[src/rtl/btd_pkg.sv]
// Shared definitions for the branch trace driver: FSM states, default widths, trace record.
// Latency: n/a (types and constants only).
// Backpressure: n/a.
package btd_pkg;

  localparam int BTD_PC_W   = 9;
  localparam int BTD_ADDR_W = 8;
  localparam int BTD_CNT_W  = 32;

  typedef enum logic [1:0] {
    ST_IDLE  = 2'd0,
    ST_RUN   = 2'd1,
    ST_DRAIN = 2'd2,
    ST_DONE  = 2'd3
  } btd_state_t;

  // One trace memory record as stored by the trace memory.
  typedef struct packed {
    logic [BTD_PC_W-1:0] pc;
    logic                taken;
  } btd_rec_t;

endpackage

[src/rtl/btd_sat_counter.sv]
// Saturating up-counter with synchronous clear; sticks at all-ones instead of wrapping.
// Latency: count reflects clr/inc one cycle after they are sampled.
// Backpressure: none; clr has priority over inc.
module btd_sat_counter
  import btd_pkg::*;
#(
  parameter int CNT_W = BTD_CNT_W
) (
  input  logic             clk,
  input  logic             reset,
  input  logic             clr,
  input  logic             inc,
  output logic [CNT_W-1:0] count
);

  localparam logic [CNT_W-1:0] CNT_MAX = {CNT_W{1'b1}};
  localparam logic [CNT_W-1:0] CNT_ONE = {{(CNT_W-1){1'b0}}, 1'b1};

  // Count up on inc, clear on clr, hold once the maximum is reached.
  always_ff @(posedge clk) begin
    if (reset) begin
      count <= '0;
    end else if (clr) begin
      count <= '0;
    end else if (inc && (count != CNT_MAX)) begin
      count <= count + CNT_ONE;
    end
  end

endmodule

[src/rtl/branch_trace_driver.sv]
// Replays a stored {pc,taken} trace into a branch predictor and scores its predictions.
// Latency: first read 1 cycle after accepted start, first score 3 cycles after, done pulse len+3 cycles after.
// Backpressure: none, one record per cycle; start ignored while busy. Macro BTD_FIRST_MISS_EN adds first-mispredict capture.
module branch_trace_driver
  import btd_pkg::*;
#(
  parameter int PC_W   = BTD_PC_W,
  parameter int ADDR_W = BTD_ADDR_W,
  parameter int CNT_W  = BTD_CNT_W
) (
  input  logic              clk,
  input  logic              reset,
  input  logic              start,
  input  logic [ADDR_W:0]   trace_len,
  output logic              trace_rd_en,
  output logic [ADDR_W-1:0] trace_addr,
  input  logic [PC_W-1:0]   trace_pc,
  input  logic              trace_taken,
  output logic [PC_W-1:0]   pc,
  output logic              taken,
  output logic              bp_update,
  input  logic              prediction,
  output logic              busy,
  output logic              done,
  output logic [CNT_W-1:0]  total_predictions,
  output logic [CNT_W-1:0]  correct_predictions,
  output logic [CNT_W-1:0]  mispredicts,
  output logic              first_miss_valid,
  output logic [ADDR_W-1:0] first_miss_idx
);

  localparam logic [ADDR_W:0] RD_ONE = {{ADDR_W{1'b0}}, 1'b1};

  btd_state_t      state;
  btd_state_t      state_nxt;
  logic            clr;
  logic [ADDR_W:0] len_q;
  // One bit wider than the address so a full 2^ADDR_W trace does not wrap.
  logic [ADDR_W:0] rd_cnt;
  logic            rd_last;
  logic            mem_vld;
  logic            hit;

  assign rd_last     = ((rd_cnt + RD_ONE) == len_q);
  assign trace_rd_en = (state == ST_RUN);
  assign trace_addr  = rd_cnt[ADDR_W-1:0];
  assign busy        = (state == ST_RUN) || (state == ST_DRAIN);
  assign done        = (state == ST_DONE);
  assign hit         = (prediction == taken);

  // FSM state register.
  always_ff @(posedge clk) begin
    if (reset) begin
      state <= ST_IDLE;
    end else begin
      state <= state_nxt;
    end
  end

  // Next state and the counter clear strobe for an accepted start.
  always_comb begin
    state_nxt = state;
    clr       = 1'b0;
    case (state)
      ST_IDLE: begin
        if (start) begin
          clr       = 1'b1;
          state_nxt = (trace_len != '0) ? ST_RUN : ST_DONE;
        end
      end
      ST_RUN: begin
        if (rd_last) state_nxt = ST_DRAIN;
      end
      ST_DRAIN: begin
        // Last record is in SCORE and nothing is left in the memory stage.
        if (bp_update && !mem_vld) state_nxt = ST_DONE;
      end
      ST_DONE: begin
        state_nxt = ST_IDLE;
      end
      default: begin
        state_nxt = ST_IDLE;
      end
    endcase
  end

  // Latch the trace length and step the read address once per RUN cycle.
  always_ff @(posedge clk) begin
    if (reset) begin
      len_q  <= '0;
      rd_cnt <= '0;
    end else if ((state == ST_IDLE) && start) begin
      len_q  <= trace_len;
      rd_cnt <= '0;
    end else if ((state == ST_RUN) && !rd_last) begin
      rd_cnt <= rd_cnt + RD_ONE;
    end
  end

  // MEM and SCORE stages; pc/taken hold the last scored record between runs.
  always_ff @(posedge clk) begin
    if (reset) begin
      mem_vld   <= 1'b0;
      bp_update <= 1'b0;
      pc        <= '0;
      taken     <= 1'b0;
    end else begin
      mem_vld   <= trace_rd_en;
      bp_update <= mem_vld;
      if (mem_vld) begin
        pc    <= trace_pc;
        taken <= trace_taken;
      end
    end
  end

  btd_sat_counter #(.CNT_W(CNT_W)) u_total (
    .clk   (clk),
    .reset (reset),
    .clr   (clr),
    .inc   (bp_update),
    .count (total_predictions)
  );

  btd_sat_counter #(.CNT_W(CNT_W)) u_correct (
    .clk   (clk),
    .reset (reset),
    .clr   (clr),
    .inc   (bp_update && hit),
    .count (correct_predictions)
  );

  btd_sat_counter #(.CNT_W(CNT_W)) u_miss (
    .clk   (clk),
    .reset (reset),
    .clr   (clr),
    .inc   (bp_update && !hit),
    .count (mispredicts)
  );

`ifdef BTD_FIRST_MISS_EN
  logic [ADDR_W-1:0] mem_idx;
  logic [ADDR_W-1:0] score_idx;
  logic              fm_vld;
  logic [ADDR_W-1:0] fm_idx;

  // Carry the record index alongside the data through MEM and SCORE.
  always_ff @(posedge clk) begin
    if (reset) begin
      mem_idx   <= '0;
      score_idx <= '0;
    end else begin
      mem_idx <= trace_addr;
      if (mem_vld) score_idx <= mem_idx;
    end
  end

  // Sticky capture of the first mispredicted record index of a run.
  always_ff @(posedge clk) begin
    if (reset) begin
      fm_vld <= 1'b0;
      fm_idx <= '0;
    end else if (clr) begin
      fm_vld <= 1'b0;
      fm_idx <= '0;
    end else if (bp_update && !hit && !fm_vld) begin
      fm_vld <= 1'b1;
      fm_idx <= score_idx;
    end
  end

  assign first_miss_valid = fm_vld;
  assign first_miss_idx   = fm_idx;
`else
  assign first_miss_valid = 1'b0;
  assign first_miss_idx   = '0;
`endif

endmodule

[config.mk]
export PLATFORM = sky130hd
export DESIGN_NAME = branch_trace_driver
export DESIGN_NICKNAME = d
export VERILOG_FILES = /design/src/rtl/btd_pkg.sv /design/src/rtl/btd_sat_counter.sv /design/src/rtl/branch_trace_driver.sv
export SDC_FILE = /design/constraint.sdc
export NUM_CORES = 1
export LEC_CHECK = 0
export ABC_AREA = 1
export CAP_MARGIN = 20
export CORE_MARGIN = 3
export CORE_UTILIZATION = 56
export CTS_CLUSTER_SIZE = 24
export DETAILED_ROUTE_END_ITERATION = 7
export PLACE_DENSITY = 0.89
export SKIP_CTS_REPAIR_TIMING = 1
export SLEW_MARGIN = 30
export SYNTH_ARGS = -nofsm -noshare
export SYNTH_HDL_FRONTEND = slang
export SYNTH_SLANG_ARGS = --single-unit
[constraint.sdc]
create_clock -name clk -period 4.5 [get_ports clk]
set_input_delay 0.9 -clock clk [delete_from_list [all_inputs] [get_ports clk]]
set_output_delay 0.9 -clock clk [all_outputs]
set_load 0.01 [all_outputs]
==> impl_metrics.json, run 1 <==
{
  "fin_ws_ps": 1590,
  "cts_sinks": 128,
  "synth_warnings": 0,
  "instances_no_fill": 1401,
  "grt_pass1_wl_mm": 33.0,
  "worstHoldPathCells": 2,
  "diodes": 0,
  "rsz0062_at_grt": "no",
  "io_pins": 150,
  "initial_utilization": 0.585,
  "peakVddDrop_mv": 0.361,
  "netlist_instances": 1097,
  "synth-seq-area-share": 0.357,
  "critPathKind": "register to register",
  "via_per_inst": 5.38,
  "drv_cap": 0,
  "die_h_um": 119,
  "finalNetCount": 1252,
  "crit_cells": 12,
  "drive_above_1_share": 0.0503,
  "fin_tns_setup_ps": 0,
  "dp_hpwl_mm": 14.1,
  "finish.instance_area_um2": 9260,
  "numCtsBuffers": 17,
  "die_area_um2": 14200,
  "syn_area_um2": 7170,
  "grt_pass1_vias": 6965,
  "outcome": "finished, final reports clean",
  "setup_viol_count_final": 0,
  "min_period_ps": 2910,
  "cp.required_ps": 4870,
  "antenna_found_initial": 0,
  "layout_common_cells": "nand2_1 (266), nor2_1 (158), clkdlybuf4s50_1 (140)",
  "syn_area_per_cell_um2": 6.54,
  "coreArea_um2": 12300,
  "crit_top_cell": "nand2_1",
  "cp-end-kind": "register",
  "arrival_ps": 3280,
  "cts_max_path_buffers": 2,
  "gp_congestion": 0.964,
  "cp_max_fo": 24,
  "worstPathCellList": "ha_1 > nand2_1 > nor2_1 > nand2_1 > nor2_1 > nand2_1 > nand2_2 > inv_1 > nand2_1 > nor2_1 > a21oi_1 > o21a_1",
  "slew_violations": 0,
  "multiInputGateArea_um2": 3890,
  "hold_slack_ps": 478,
  "portBuffers": 140,
  "clkTransAtPathRegs_ps": 60,
  "htree_levels": 4,
  "worst_pin_slew_ps": 863,
  "slew_headroom": 0.424,
  "worstSkewPairLatency_ps": 420,
  "gr-total-overflow": 0,
  "seq_area_um2": 2560,
  "routedWlPerCell_um": 14.2,
  "synthDistinctLibCells": 38,
  "drt_iter0_markers": 1002,
  "wl_mm": 19.9,
  "postPlaceCellArea_um2": 8550,
  "final_common_cell": "nand2_1",
  "dp.cells": 1369,
  "dr.pass1.iters": 6,
  "critical_path.max_stage_delay_ps": 510,
  "finalHoldViolations": 0,
  "crit_path_start_kind": "register",
  "rows": 40,
  "root_buffer": "clkbuf_16",
  "p_per_area_nw_per_um2": 393,
  "via_count": 7539,
  "fp.dieW_um": 119,
  "gr-usage-all-layers": 0.280,
  "worstHoldPathType": "register to register",
  "cpLargestDelayFamily": "simple AND/OR/NAND/NOR gates",
  "postSynthRegisterBits": 128,
  "period_share": 0.647,
  "r2r.worst_path.cells": 12,
  "synth_ff_type": "dfxtp_1",
  "synth_edf_count": 0,
  "worst_path_max_delay_cell": "inv_1",
  "critPathBufInv": 1,
  "finalClockSkew_ps": 6.37,
  "area_delta_synth_final_pct": 29.1,
  "cts_tree": "done",
  "postRouteAntennaNets": 0,
  "pre_cts_slack_ps": 1300,
  "p_leak_nw": 3.37,
  "max_freq_mhz": 343,
  "grt_max_degree": 65,
  "fill_cells": 969,
  "drc_errors": 0,
  "synthArstFlopShare": 0
}
==> metrics by stage <==
stage | util | power, W
detailed placement | 0.697 | 0.00200
floorplan | - | 0.00180
finish | 0.755 | 0.00364
CTS | 0.755 | 0.00365
global route | 0.755 | 0.00381
global placement | 0.697 | 0.00198
==> state kept, by name (all words and copies together), names as in the netlist <==
signal and count:
mem_vld 1, bp_update 1, u_miss.count 32, rd_cnt 9, state 2, len_q 9
taken 1, u_correct.count 32, u_total.count 32, pc 9
==> final timing paths <==
check / slack, ps / startpoint / endpoint
worst max-delay path: 1590 / u_total.count[0] / u_total.count[28]
worst min-delay path: 480 / u_total.count[4] / u_total.count[4]
worst max register to register: 1590 / u_total.count[0] / u_total.count[28]
worst min register to register: 480 / u_total.count[4] / u_total.count[4]
==> metal layers <==
| layer | global-route usage | part of all wire |
|---|---|---|
| met5 | 0 | 0 |
| met3 | 0.0689 | 0.074 |
| met2 | 0.446 | 0.47 |
| met4 | 0.121 | 0.024 |
| met1 | 0.360 | 0.43 |
==> cell families (layout without fill, tap and decap cells) <==
kind of cell    count (synthesis)  after routing  synth area share
simple gates                  597            597             0.363
buf+inv                       171            299             0.106
compound gates                158            158             0.118
flops                         128            128             0.357
xor+xnor                       33             33            0.0403
fa+ha+maj                       9              9            0.0157
other cells                     1              9          0.000523
==> tightest hold or removal path, stage by stage (launching register included) <==
cell,delay [ps]
dfxtp_1,330
inv_1,60
a21oi_1,50
==> power breakdown <==
group	total, W	leakage, nW	switching [W]	internal (W)
Combinational	0.000697	1.99	0.000427	0.000270
Sequential	0.00129	1.04	0.0000772	0.00121
Clock	0.00165	0.346	0.000496	0.00115
Total	0.00364	3.37	0.00100	0.00264
==> cell usage after synthesis, types with 7 or more instances <==
| cell type | count | area [um2] |
|---|---|---|
| a21oi_1 | 75 | 375 |
| buf_4 | 19 | 143 |
| clkbuf_1 | 17 | 63.8 |
| dfxtp_1 | 128 | 2560 |
| ha_1 | 9 | 113 |
| inv_1 | 122 | 458 |
| nand2_1 | 266 | 998 |
| nand2_2 | 7 | 43.8 |
| nand3_1 | 56 | 280 |
| nand4_1 | 22 | 138 |
| nor2_1 | 159 | 597 |
| nor3_1 | 47 | 235 |
| nor4_1 | 12 | 75.1 |
| o21ai_0 | 60 | 300 |
| xnor2_1 | 12 | 105 |
| xor2_1 | 21 | 184 |
==> area by class of cell <==
type,instances,share of cell area
multi-input cells,806,0.420
flip-flops and latches,128,0.277
repair buffers,142,0.153
clock buffers,22,0.0523
inverters,125,0.0507
clock inverters,10,0.0246
well taps,168,0.0227
No activity file was read; power rests on OpenSTA's default activity.
==> run 2: changes to the inputs <==
- CORE_UTILIZATION: 56 -> 52
- PLACE_DENSITY: 0.89 -> 0.84
- clock period: 4.5 -> 2.95 ns (I/O delays scaled with it)
==> run 2 against run 1 <==
Effect of this change: largest power group unchanged; core utilization fell by 6.5 points; critical path type unchanged; total power rose by 43%; count of clock-buffer cells in the layout did not move; routed wire length fell by 2.0%; non-clock buffer count rose by 6.
==> impl_metrics.json, run 2 (synthesized netlist as in run 1, its figures left out) <==
{
  "grt_pass1_wl_mm": 31.9,
  "p_int_w": 0.00367,
  "fin_tns_setup_ps": 0,
  "p_per_area_nw_per_um2": 566,
  "htree_levels": 4,
  "setup.worst_path.start": "u_miss.count[0]",
  "reg_top3": "u_correct.count (32), u_miss.count (32), u_total.count (32)",
  "p_total_w": 0.00522,
  "slew_violations": 0,
  "gr-total-overflow": 0,
  "worst_path_max_delay_cell": "dfxtp_1",
  "postRouteAntennaNets": 0,
  "final_common_cell": "nand2_1",
  "drv_cap": 0,
  "worstSkewPairLatency_ps": 420,
  "finalClockSkew_ps": 10.6,
  "initial_utilization": 0.537,
  "top_layer": "met4",
  "worstHoldStart": "len_q[1]",
  "crit_top_cell": "nand2_1",
  "drc_errors": 0,
  "cp.required_ps": 3300,
  "crit_path_start_kind": "register",
  "gr-usage-all-layers": 0.259,
  "finalHoldViolations": 0,
  "grt_max_degree": 39,
  "layout_common_cells": "nand2_1 (266), nor2_1 (158), clkdlybuf4s50_1 (140)",
  "reg2reg_from": "u_miss.count[0]",
  "wl_met3_mm": 1.38,
  "worstHoldPathType": "register to register",
  "arrival_ps": 2720,
  "slew_headroom": 0.599,
  "worstPathCellList": "ha_1 > nand2_1 > nor3_2 > nand2_2 > nor2_2 > nand2_1 > nand2_2 > inv_2 > nand2_1 > o21ai_0 > a21oi_1",
  "pre_cts_slack_ps": 314,
  "io_pins": 150,
  "swShare": 0.296,
  "area_delta_synth_final_pct": 28.4,
  "peakVddDrop_mv": 0.486,
  "fp.dieW_um": 123,
  "clkTransAtPathRegs_ps": 60,
  "seq_power_share": 0.377,
  "rsz0062_at_grt": "no",
  "cts_max_path_buffers": 2,
  "wl_mm": 19.4,
  "max_freq_mhz": 422,
  "p_sw_w": 0.00154,
  "root_buffer": "clkbuf_16",
  "portBuffers": 140,
  "cpLargestDelayFamily": "simple AND/OR/NAND/NOR gates",
  "p_comb_frac": 0.207,
  "via_count": 7528,
  "clkPwrFrac": 0.415,
  "cp_max_fo": 27,
  "via_per_inst": 5.32,
  "coreArea_um2": 13300,
  "period_share": 0.803,
  "setup_viol_count_final": 0,
  "met1_length_mm": 8.83,
  "diodes": 0,
  "wl_met2_mm": 8.92,
  "outcome": "finished, final reports clean",
  "dr.pass1.iters": 7,
  "drt_iter0_markers": 674,
  "die_h_um": 123,
  "antenna_found_initial": 0,
  "worst_pin_slew_ps": 596,
  "die_area_um2": 15200,
  "rows": 42,
  "drive_above_1_share": 0.0541,
  "routedWlPerCell_um": 13.7,
  "cts_sinks": 128,
  "critical_path.max_stage_delay_ps": 420,
  "dp_hpwl_mm": 14.3,
  "cts_tree": "done",
  "critPathBufInv": 1,
  "grt_pass1_vias": 6809,
  "cp-end-kind": "register",
  "critPathKind": "register to register",
  "min_period_ps": 2370,
  "finalNetCount": 1258,
  "fin_ws_ps": 582,
  "numCtsBuffers": 17,
  "gp_congestion": 0.941,
  "p_leak_nw": 3.35
}
==> run 2: changes by cell type in the layout (fill, tap and decap cells not counted), sizes merged <==
| cell | delta |
|---|---|
| bufinv | -4 |
| buf | +6 |
| clkinvlp | +1 |
| clkinv | +3 |
==> run 2: final cells by class <==
class | count | area, um2
clock buffers | 22 | 474
clock inverters | 10 | 134
fillers | 1159 | 4140
inverters | 125 | 469
multi-input cells | 806 | 3890
flip-flops and latches | 128 | 2560
well taps | 176 | 220
repair buffers | 148 | 1460
==> run 2: worst register-to-register path, delay by kind of cell, from the launching register on <==
kind	cells	cell delay, ps
DFF	1	420
AOI/OAI and AO/OA	2	210
and+or+nand+nor	7	1150
adders and majority gates	1	260
buffers and inverters	1	260
==> run 2: path summary, 6_finish.rpt <==
kind	endpoint	slack, ps	depth (start not counted)
max	u_miss.count[10]	580	11
min	len_q[1]	470	2
max reg2reg	u_miss.count[10]	580	11
min reg2reg	len_q[1]	470	2
==> run 2: layer usage <==
metal	vias up	global-route usage
met3	28	0.0636
met2	272	0.415
met4	0	0.0865
met5	-	0
li1	3797	-
met1	3431	0.343
==> run 2: power by group through the flow <==
| stage | Clock [W] | Sequential, W | Combinational (W) |
|---|---|---|---|
| after floorplan | 0 | 0.00199 | 0.000764 |
| after global placement | 0 | 0.00200 | 0.00104 |
| after detailed placement | 0 | 0.00200 | 0.00107 |
| after CTS | 0.00219 | 0.00197 | 0.00108 |
| after global routing | 0.00227 | 0.00199 | 0.00122 |
| final | 0.00217 | 0.00197 | 0.00108 |
==> run 2: per-stage QoR <==
step	hold slack (ps)	utilization	cell area, um2	cells
floorplan	444	-	7200	1105
global placement	457	0.645	8600	1383
detailed placement	464	0.645	8600	1383
CTS	476	0.690	9210	1415
global route	495	0.690	9210	1415
finish	472	0.690	9210	1415
